## src/rtl/jtcps2_busarb.sv

```systemverilog
// Bus arbiter for the three CPS2 DMA engines (object, palette, scroll).
// Requests the 68000 bus, hands it round-robin to one DMA at a time, chains
// up to MAXCHAIN grants per bus tenure and revokes stuck grants with a
// cen-tick watchdog that blocks the offender until it drops its request.
module jtcps2_busarb #(
    parameter int TMO_W    = 12,
    parameter int MAXCHAIN = 2
) (
    input  logic       rst,
    input  logic       clk,
    input  logic       cen,
    input  logic [2:0] req,
    output logic [2:0] gnt,
    output logic       busreq,
    input  logic       busack,
    output logic [1:0] owner,
    output logic       timeout,
    input  logic       clr_err
);

    typedef enum logic [2:0] {
        ST_IDLE,
        ST_WAIT,
        ST_GRANT,
        ST_SWITCH,
        ST_REL
    } state_t;

    localparam logic [1:0] NO_OWNER = 2'd3;
    // Revoking when the counter is one short of all-ones means the grant
    // lasts exactly 2^TMO_W-1 cen ticks and the counter lands on all-ones.
    localparam logic [TMO_W-1:0] WDOG_LAST = {{(TMO_W-1){1'b1}}, 1'b0};

    state_t           state_q;
    logic [2:0]       gnt_q;
    logic             busreq_q;
    logic [1:0]       owner_q;
    logic             timeout_q;
    logic [1:0]       chain_q;
    logic [2:0]       block_q;
    logic [TMO_W-1:0] wdog_q;
    logic [1:0]       last_owner_q;

    logic [2:0] elig;
    logic [2:0] others;
    logic [1:0] pick;
    logic [1:0] chain_d;
    logic       owner_req;
    logic       ack_lost;

    assign gnt     = gnt_q;
    assign busreq  = busreq_q;
    assign owner   = owner_q;
    assign timeout = timeout_q;

    assign elig      = req & ~block_q;
    assign others    = elig & ~gnt_q;
    assign owner_req = |(req & gnt_q);
    assign chain_d   = (chain_q == 2'd3) ? 2'd3 : chain_q + 2'd1;
    // Losing BGACK aborts a grant on any clk edge, not just cen edges.
    assign ack_lost  = (state_q == ST_GRANT || state_q == ST_SWITCH) && !busack;

    // Round-robin winner: search starts just after the last owner.
    always_comb begin
        // NOTE: a default before the case keeps every path assigned, so no latch is inferred.
        pick = 2'd0;
        case (last_owner_q)
            2'd0:    pick = elig[1] ? 2'd1 : (elig[2] ? 2'd2 : 2'd0);
            2'd1:    pick = elig[2] ? 2'd2 : (elig[0] ? 2'd0 : 2'd1);
            default: pick = elig[0] ? 2'd0 : (elig[1] ? 2'd1 : 2'd2);
        endcase
    end

    // Arbitration FSM with registered grant, bus request, owner and error flag.
    always_ff @(posedge clk or posedge rst) begin
        if (rst) begin
            state_q      <= ST_IDLE;
            gnt_q        <= 3'b000;
            busreq_q     <= 1'b0;
            owner_q      <= NO_OWNER;
            timeout_q    <= 1'b0;
            chain_q      <= 2'd0;
            block_q      <= 3'b000;
            wdog_q       <= '0;
            last_owner_q <= 2'd2;
        end else begin
            // NOTE: non-blocking assignments make all state update together; later
            // assignments in this block deliberately override earlier ones.
            if (clr_err) timeout_q <= 1'b0;
            if (cen) block_q <= block_q & req;

            if (ack_lost) begin
                gnt_q    <= 3'b000;
                owner_q  <= NO_OWNER;
                busreq_q <= 1'b0;
                state_q  <= ST_REL;
            end else if (cen) begin
                case (state_q)
                    ST_IDLE: begin
                        if (|req) begin
                            busreq_q <= 1'b1;
                            chain_q  <= 2'd0;
                            state_q  <= ST_WAIT;
                        end
                    end
                    ST_WAIT, ST_SWITCH: begin
                        // SWITCH reaches here on its single gap tick with busack still high.
                        if (busack || state_q == ST_SWITCH) begin
                            if (|elig) begin
                                gnt_q        <= 3'b001 << pick;
                                owner_q      <= pick;
                                last_owner_q <= pick;
                                wdog_q       <= '0;
                                state_q      <= ST_GRANT;
                            end else begin
                                busreq_q <= 1'b0;
                                state_q  <= ST_REL;
                            end
                        end
                    end
                    ST_GRANT: begin
                        if (!owner_req) begin
                            gnt_q   <= 3'b000;
                            owner_q <= NO_OWNER;
                            chain_q <= chain_d;
                            if (|others && int'(chain_d) < MAXCHAIN) begin
                                state_q <= ST_SWITCH;
                            end else begin
                                busreq_q <= 1'b0;
                                state_q  <= ST_REL;
                            end
                        end else if (wdog_q == WDOG_LAST) begin
                            wdog_q    <= '1;
                            gnt_q     <= 3'b000;
                            owner_q   <= NO_OWNER;
                            timeout_q <= 1'b1;
                            block_q   <= (block_q & req) | gnt_q;
                            busreq_q  <= 1'b0;
                            state_q   <= ST_REL;
                        end else begin
                            wdog_q <= wdog_q + 1'b1;
                        end
                    end
                    ST_REL: begin
                        busreq_q <= 1'b0;
                        if (!busack) state_q <= ST_IDLE;
                    end
                    default: state_q <= ST_IDLE;
                endcase
            end
        end
    end

endmodule

```

## config.mk

```make
export PLATFORM = sky130hd
export DESIGN_NAME = jtcps2_busarb
export DESIGN_NICKNAME = d
export VERILOG_FILES = /design/src/rtl/jtcps2_busarb.sv
export SDC_FILE = /design/constraint.sdc
export NUM_CORES = 1
export LEC_CHECK = 0
export ABC_AREA = 1
export CAP_MARGIN = 20
export CORE_MARGIN = 2
export CORE_UTILIZATION = 35
export CTS_CLUSTER_DIAMETER = 120
export DETAILED_ROUTE_END_ITERATION = 10
export PLACE_DENSITY = 0.58
export SETUP_SLACK_MARGIN = 0.5
export SYNTH_ARGS = -nofsm -noshare
export SYNTH_HDL_FRONTEND = slang
export SYNTH_SLANG_ARGS = --single-unit
```

## constraint.sdc

```tcl
create_clock -name clk -period 3.5 [get_ports clk]
set_clock_uncertainty 0.1 [all_clocks]
set_input_delay 0.7 -clock clk [delete_from_list [all_inputs] [get_ports clk]]
set_output_delay 0.7 -clock clk [all_outputs]
set_load 0.01 [all_outputs]
```

==> results of run 1 <==
placed cells by master, fill, tap and decap left out:
cell and n:
inv_2 4, o21ai_0 16, nand3_2 2, ha_1 2, o2111ai_1 1, nand2_1 88, nand2_4 3, clkbuf_1 3
nand3_1 23, nor2_2 7, a21oi_1 5, nor2_1 29, o211ai_1 2, nor3_1 3, dfstp_2 3, inv_1 32
or2_2 2, nand2_2 1, o21ai_1 11, buf_4 1, a21boi_2 1, dfrtp_1 26, clkbuf_8 5, clkdlybuf4s50_1 14
xnor2_1 1, nor2_4 1
path summary, 6_finish.rpt:
kind,cells after the start,slack (ps),startpoint,endpoint
worst max-delay path,9,1090,req[2],wdog_q[2]
max in group asynchronous,3,2280,rst,owner[0]
min in group asynchronous,3,700,rst,wdog_q[10]
worst min-delay path,2,380,busreq,busreq
worst min register to register,2,380,busreq,busreq
worst max register to register,8,1530,state_q[2],wdog_q[2]
stage by stage:
step                      cell area, um^2  hold slack [ps]
after global routing                 2110              406
after floorplan                      1810              371
after detailed placement             2030              365
after global placement               2030              368
after CTS                            2110              383
final                                2110              376
kinds of logic (layout without fill, tap and decap cells):
logic type | after synthesis | count (layout) | share of synthesized area
buffers and inverters | 38 | 59 | 0.0851
AO/OA/AOI/OAI | 36 | 36 | 0.108
AND/OR/NAND/NOR | 159 | 159 | 0.385
adder cells (fa/ha/maj) | 2 | 2 | 0.0138
XOR/XNOR | 1 | 1 | 0.00484
flip-flops | 29 | 29 | 0.403
cell type report:
class | instances | area [um^2] | share of cell area
multi-input cells | 198 | 926 | 0.440
flip-flops and latches | 29 | 729 | 0.346
repair buffers | 15 | 148 | 0.0701
inverters | 36 | 135 | 0.0642
well taps | 70 | 87.6 | 0.0416
clock buffers | 8 | 80.1 | 0.0380
worst register-to-register path, delay by kind of cell (launching register included):
| kind | cells | cell delay (ps) |
|---|---|---|
| AND/OR/NAND/NOR | 7 | 1250 |
| buffers and inverters | 1 | 70 |
| flip-flops | 1 | 490 |
routing by layer:
metal / routed length (um) / vias to the layer above / track usage
li1: - / 875 / -
met1: 1960 / 757 / 0.215
met2: 1770 / 19 / 0.251
met3: 105 / 2 / 0.0357
met4: 24 / 0 / 0.0409
met5: 0 / - / 0
state kept, by name, indices dropped and copies added (netlist names):
register,flops
wdog_q,12
block_q,3
gnt,3
state_q,3
chain_q,2
last_owner_q,2
owner,2
busreq,1
timeout,1
power breakdown:
group          internal (uW)  switching (uW)
clock                    141             118
combinational            192             314
sequential               418            71.0
total                    750             503
==> metrics.txt, run 1 <==
outcome completed; Critical Path AT 2530 ps; CTS buffer count 5; Most common cell on crit path nand2_1; top cells by count, synth nand2_1, inv_1, nor2_1; core outline area 5040 um^2; DRC violations left 0; CTS tree built; Final Util 0.418; Finished Layout Cells 356; Die Wd 75.9 um; Pwr Total 1250 uW; Antenna Cells 0; Final Wtd Congestion 0.810; Netlist cell types 24; unrepaired setup endpoints after global routing no; htree depth 2; initial antenna violation count 0; Slew Viols, Final 0; Crit path largest cell delay 520 ps; hold buffer count at CTS 0; most common cell in the netlist nand2_1; Final setup viols 0; root buf cell clkbuf_8; Post-CTS Resized 0; Fin Setup TNS 0 ps; CP Class in -> reg; hpwl dp 2980 um; Hold Path Class reg -> reg; slowest cell on the critical path clkdlybuf4s50_1; Net Count, Synth 275; Post-synth EDFFs 0; initial drt markers 63; pre-CTS setup slack 757 ps; die area 5760 um^2; post-synthesis cell count 265; dpl cells 348; crit path time final 2410 ps; Critical Path RT 3610 ps; Clock Tree Buf Depth 2; FP Rows 26; Leakage 0.00106 uW; async set or reset register ratio after synthesis 1.00; Setup Buffers After CTS 0; Crit Path Max Fanout 14; Cell Area, Synth 1810 um^2; Synth area leaders dfrtp_1, nand2_1, inv_1, nand3_1, nor2_1; Worst VDD drop 0.344 mV; 1st-pass router iterations 4; nets@finish 295; CP Capture Type flop; Initial Utilization 0.359; fmax 0.414 GHz; crit share post-route 0.690; Total Routing Usage GR 0.157; fraction of layout cells with a size suffix above 1 0.105; max cap viols 0; Slew @ Worst Pin 429 ps; Syn-to-layout area delta 16.4%; pin count of the biggest net entering global routing 30; DR vias 1653; DRT Wirelength 3860 um; Slew HR 0.713; first-pass GRT wire length 6900 um; pwr dens 595 nW/um^2; I/O pin total 15; area leader, netlist dfrtp_1; number of global-route vias before repair 1543; Synth top area share 0.360; WL per Instance 10.8 um; crit-path cells clkdlybuf4s50_1 > inv_1 > nor2_1 > nor2_1 > nand2_1 > nand3_2 > nor2_2 > nand2_1 > nand2_1; CP delay by family, top simple AND/OR/NAND/NOR gates; Routed Antenna Nets 0; Syn. warnings 0; grt ovf 0; # fillers 546; PortBufs 14; sequential area share after synthesis 0.403; syn avg cell area 6.83 um^2; clock transition at the registers of the reported paths 60 ps; Buffers & Inverters on Critical Path 2; CP Launch Type input pin; Die H 75.9 um; Top FF cell, synth dfrtp_1; Setup WS post-layout 1090 ps; DR vias/cell 4.64; register bit total from synthesis 29; clk_lat worst skew 270 ps; clk sinks 29; Fin. Hold Viols 0
No activity file was read; power rests on OpenSTA's default activity.
==> run 2: changes to the inputs <==
PLACE_DENSITY = 0.6   (was 0.58)
clock period = 2.1 ns   (was 3.5 ns; I/O delays follow)
==> run 2 against run 1 <==
  * Count of clock-buffer cells in the layout shrank 3
  * Largest cell class unchanged
  * Sequential share of layout area down 3.5 points
  * Global-route usage grew 1.4 points
  * Design area rose by 12%
  * Highest routed layer unchanged
==> metrics.txt, run 2 (same netlist as run 1, synthesis figures left out) <==
max cap viols 0 (unchanged); Crit path depth 9 (unchanged); Fin. Hold Viols 0 (unchanged); Crit path largest cell delay 460 ps (-60 ps); tightest hold margin 371 ps (-5.64 ps); Slew @ Worst Pin 391 ps (-38.3 ps); clk_lat worst skew 290 ps (+20 ps); Leakage 0.00120 uW (+14%); R2R cell count 9 (+1); CP Class reg -> reg; reg2reg end state_q[0]; pin count of the biggest net entering global routing 30 (unchanged); Die Wd 75.9 um (unchanged); Final setup viols 0 (unchanged); Initial Utilization 0.359 (unchanged); Critical Path RT 2200 ps (-1410 ps); htree depth 2 (unchanged); max reg flops 12 (unchanged); area occupied by multi-input gates 1010 um^2 (+9.2%); CP Launch Type flop; WL per Instance 11.6 um (+7.0%); register area 732 um^2 (+0.34%); Reg-to-Reg Start state_q[0]; fraction of layout cells with a size suffix above 1 0.262 (+0.157); CTS buffer count 5 (unchanged); Syn-to-layout area delta 29.9%; clock transition at the registers of the reported paths 60 ps (about the same); first-pass GRT wire length 7300 um (+5.8%); Hold Path Class reg -> reg; crit share post-route 0.780; CP endpoint state_q[0]; nets@finish 314 (+6.4%); pwr dens 1000 nW/um^2 (+68%); FP Rows 26 (unchanged); initial drt markers 79 (+25%); DR vias/cell 4.80 (+3.4%); Total Routing Usage GR 0.172 (+0.0142); I/O pin total 15 (unchanged); Crit Path Max Fanout 7 (-7); most frequent cells in the layout nand2_1, inv_1, dfrtp_1; CP delay by family, top simple AND/OR/NAND/NOR gates; Clock Tree Buf Depth 2 (unchanged); slowest cell on the critical path dfrtp_2; PortBufs 14 (unchanged); 1st-pass router iterations 4 (unchanged); Antenna Cells 0 (unchanged); core outline area 5040 um^2 (unchanged); Slew HR 0.739 (+0.0258); fmax 0.611 GHz; Area after DPL 2110 um^2 (+4.3%); unrepaired setup endpoints after global routing yes; # fillers 508 (-7.0%); DR vias 1801 (+9.0%); Final Wtd Congestion 0.870 (+7.3%); most common cell after layout, fill and taps aside nand2_1; Routed Antenna Nets 0 (unchanged); crit-path cells nor2_2 > nand2_1 > nor2_1 > nor2_1 > nor2_2 > nor2_4 > nand2_4 > nand2_1 > o21ai_0; Slew Viols, Final 0 (unchanged); R2R setup slack 460 ps (-1070 ps); clk sinks 29 (unchanged); Pwr Total 2350 uW (+87%); number of global-route vias before repair 1646 (+6.7%); Final Instance Area 2350 um^2 (+12%); initial antenna violation count 0 (unchanged); Critical Path AT 1730 ps (-800 ps); die area 5760 um^2 (unchanged); DRC violations left 0 (unchanged); Buffers & Inverters on Critical Path 0 (-2); CTS tree built; CP Capture Type flop; Worst VDD drop 0.505 mV (+47%); hpwl dp 3070 um (+3.0%); outcome completed; DRT Wirelength 4350 um (+13%); Die H 75.9 um (unchanged); crit path time final 1640 ps; Fin Setup TNS 0 ps (unchanged); Biggest register wdog_q; root buf cell clkbuf_8; Critical Path Start state_q[0]; grt ovf 0 (unchanged)
## run 2: timing repair
| item | CTS | global route |
|---|---|---|
| setup buffers | 5 | 4 |
| pin swaps | 8 | 6 |
| hold buffers | 0 | 0 |
| endpoints found under the setup margin | 35 | 30 |
| gates resized for setup | 31 | 20 |
## run 2: routing by layer
layer,share of wire,wire length [um],track usage,vias to the layer above
li1,-,-,-,916
met1,0.46,2010,0.220,829
met2,0.47,2030,0.268,52
met3,0.059,258,0.0608,4
met4,0.011,46,0.0585,0
met5,0,0,0,-
## run 2: metrics by stage
stage / std cells / setup slack [ps] / util
finish: 375 / 463 / 0.466
global route: 375 / 358 / 0.466
CTS: 371 / 460 / 0.453
detailed placement: 358 / 21.2 / 0.419
global placement: 358 / 23.6 / 0.419
floorplan: 265 / 524 / -
## run 2: worst min path at each step
stage,slack [ps],to,startpoint,cells after the start
after floorplan,370,wdog_q[3],wdog_q[3],2
after global placement,370,busreq,busreq,2
after detailed placement,360,busreq,busreq,2
after CTS,380,busreq,busreq,2
after global routing,400,busreq,busreq,2
final,370,busreq,busreq,2
## run 2: worst reg2reg max path, cell delays in order (launching register included)
cell and delay (ps):
dfrtp_2 460, nor2_2 230, nand2_1 150, nor2_1 160
nor2_1 70, nor2_2 120, nor2_4 70, nand2_4 80
nand2_1 50, o21ai_0 60
## run 2: final cells by class
| class | instances | share of cell area |
|---|---|---|
| Clock buffer | 5 | 0.0293 |
| Clock inverter | 3 | 0.00745 |
| Inverter | 36 | 0.0585 |
| Multi-Input combinational cell | 198 | 0.430 |
| Sequential cell | 29 | 0.311 |
| Tap cell | 70 | 0.0373 |
| Timing Repair Buffer | 34 | 0.126 |
## run 2: power by group
| group | switching [uW] | internal, uW |
|---|---|---|
| combinational | 635 | 441 |
| sequential | 121 | 700 |
| clock | 225 | 228 |
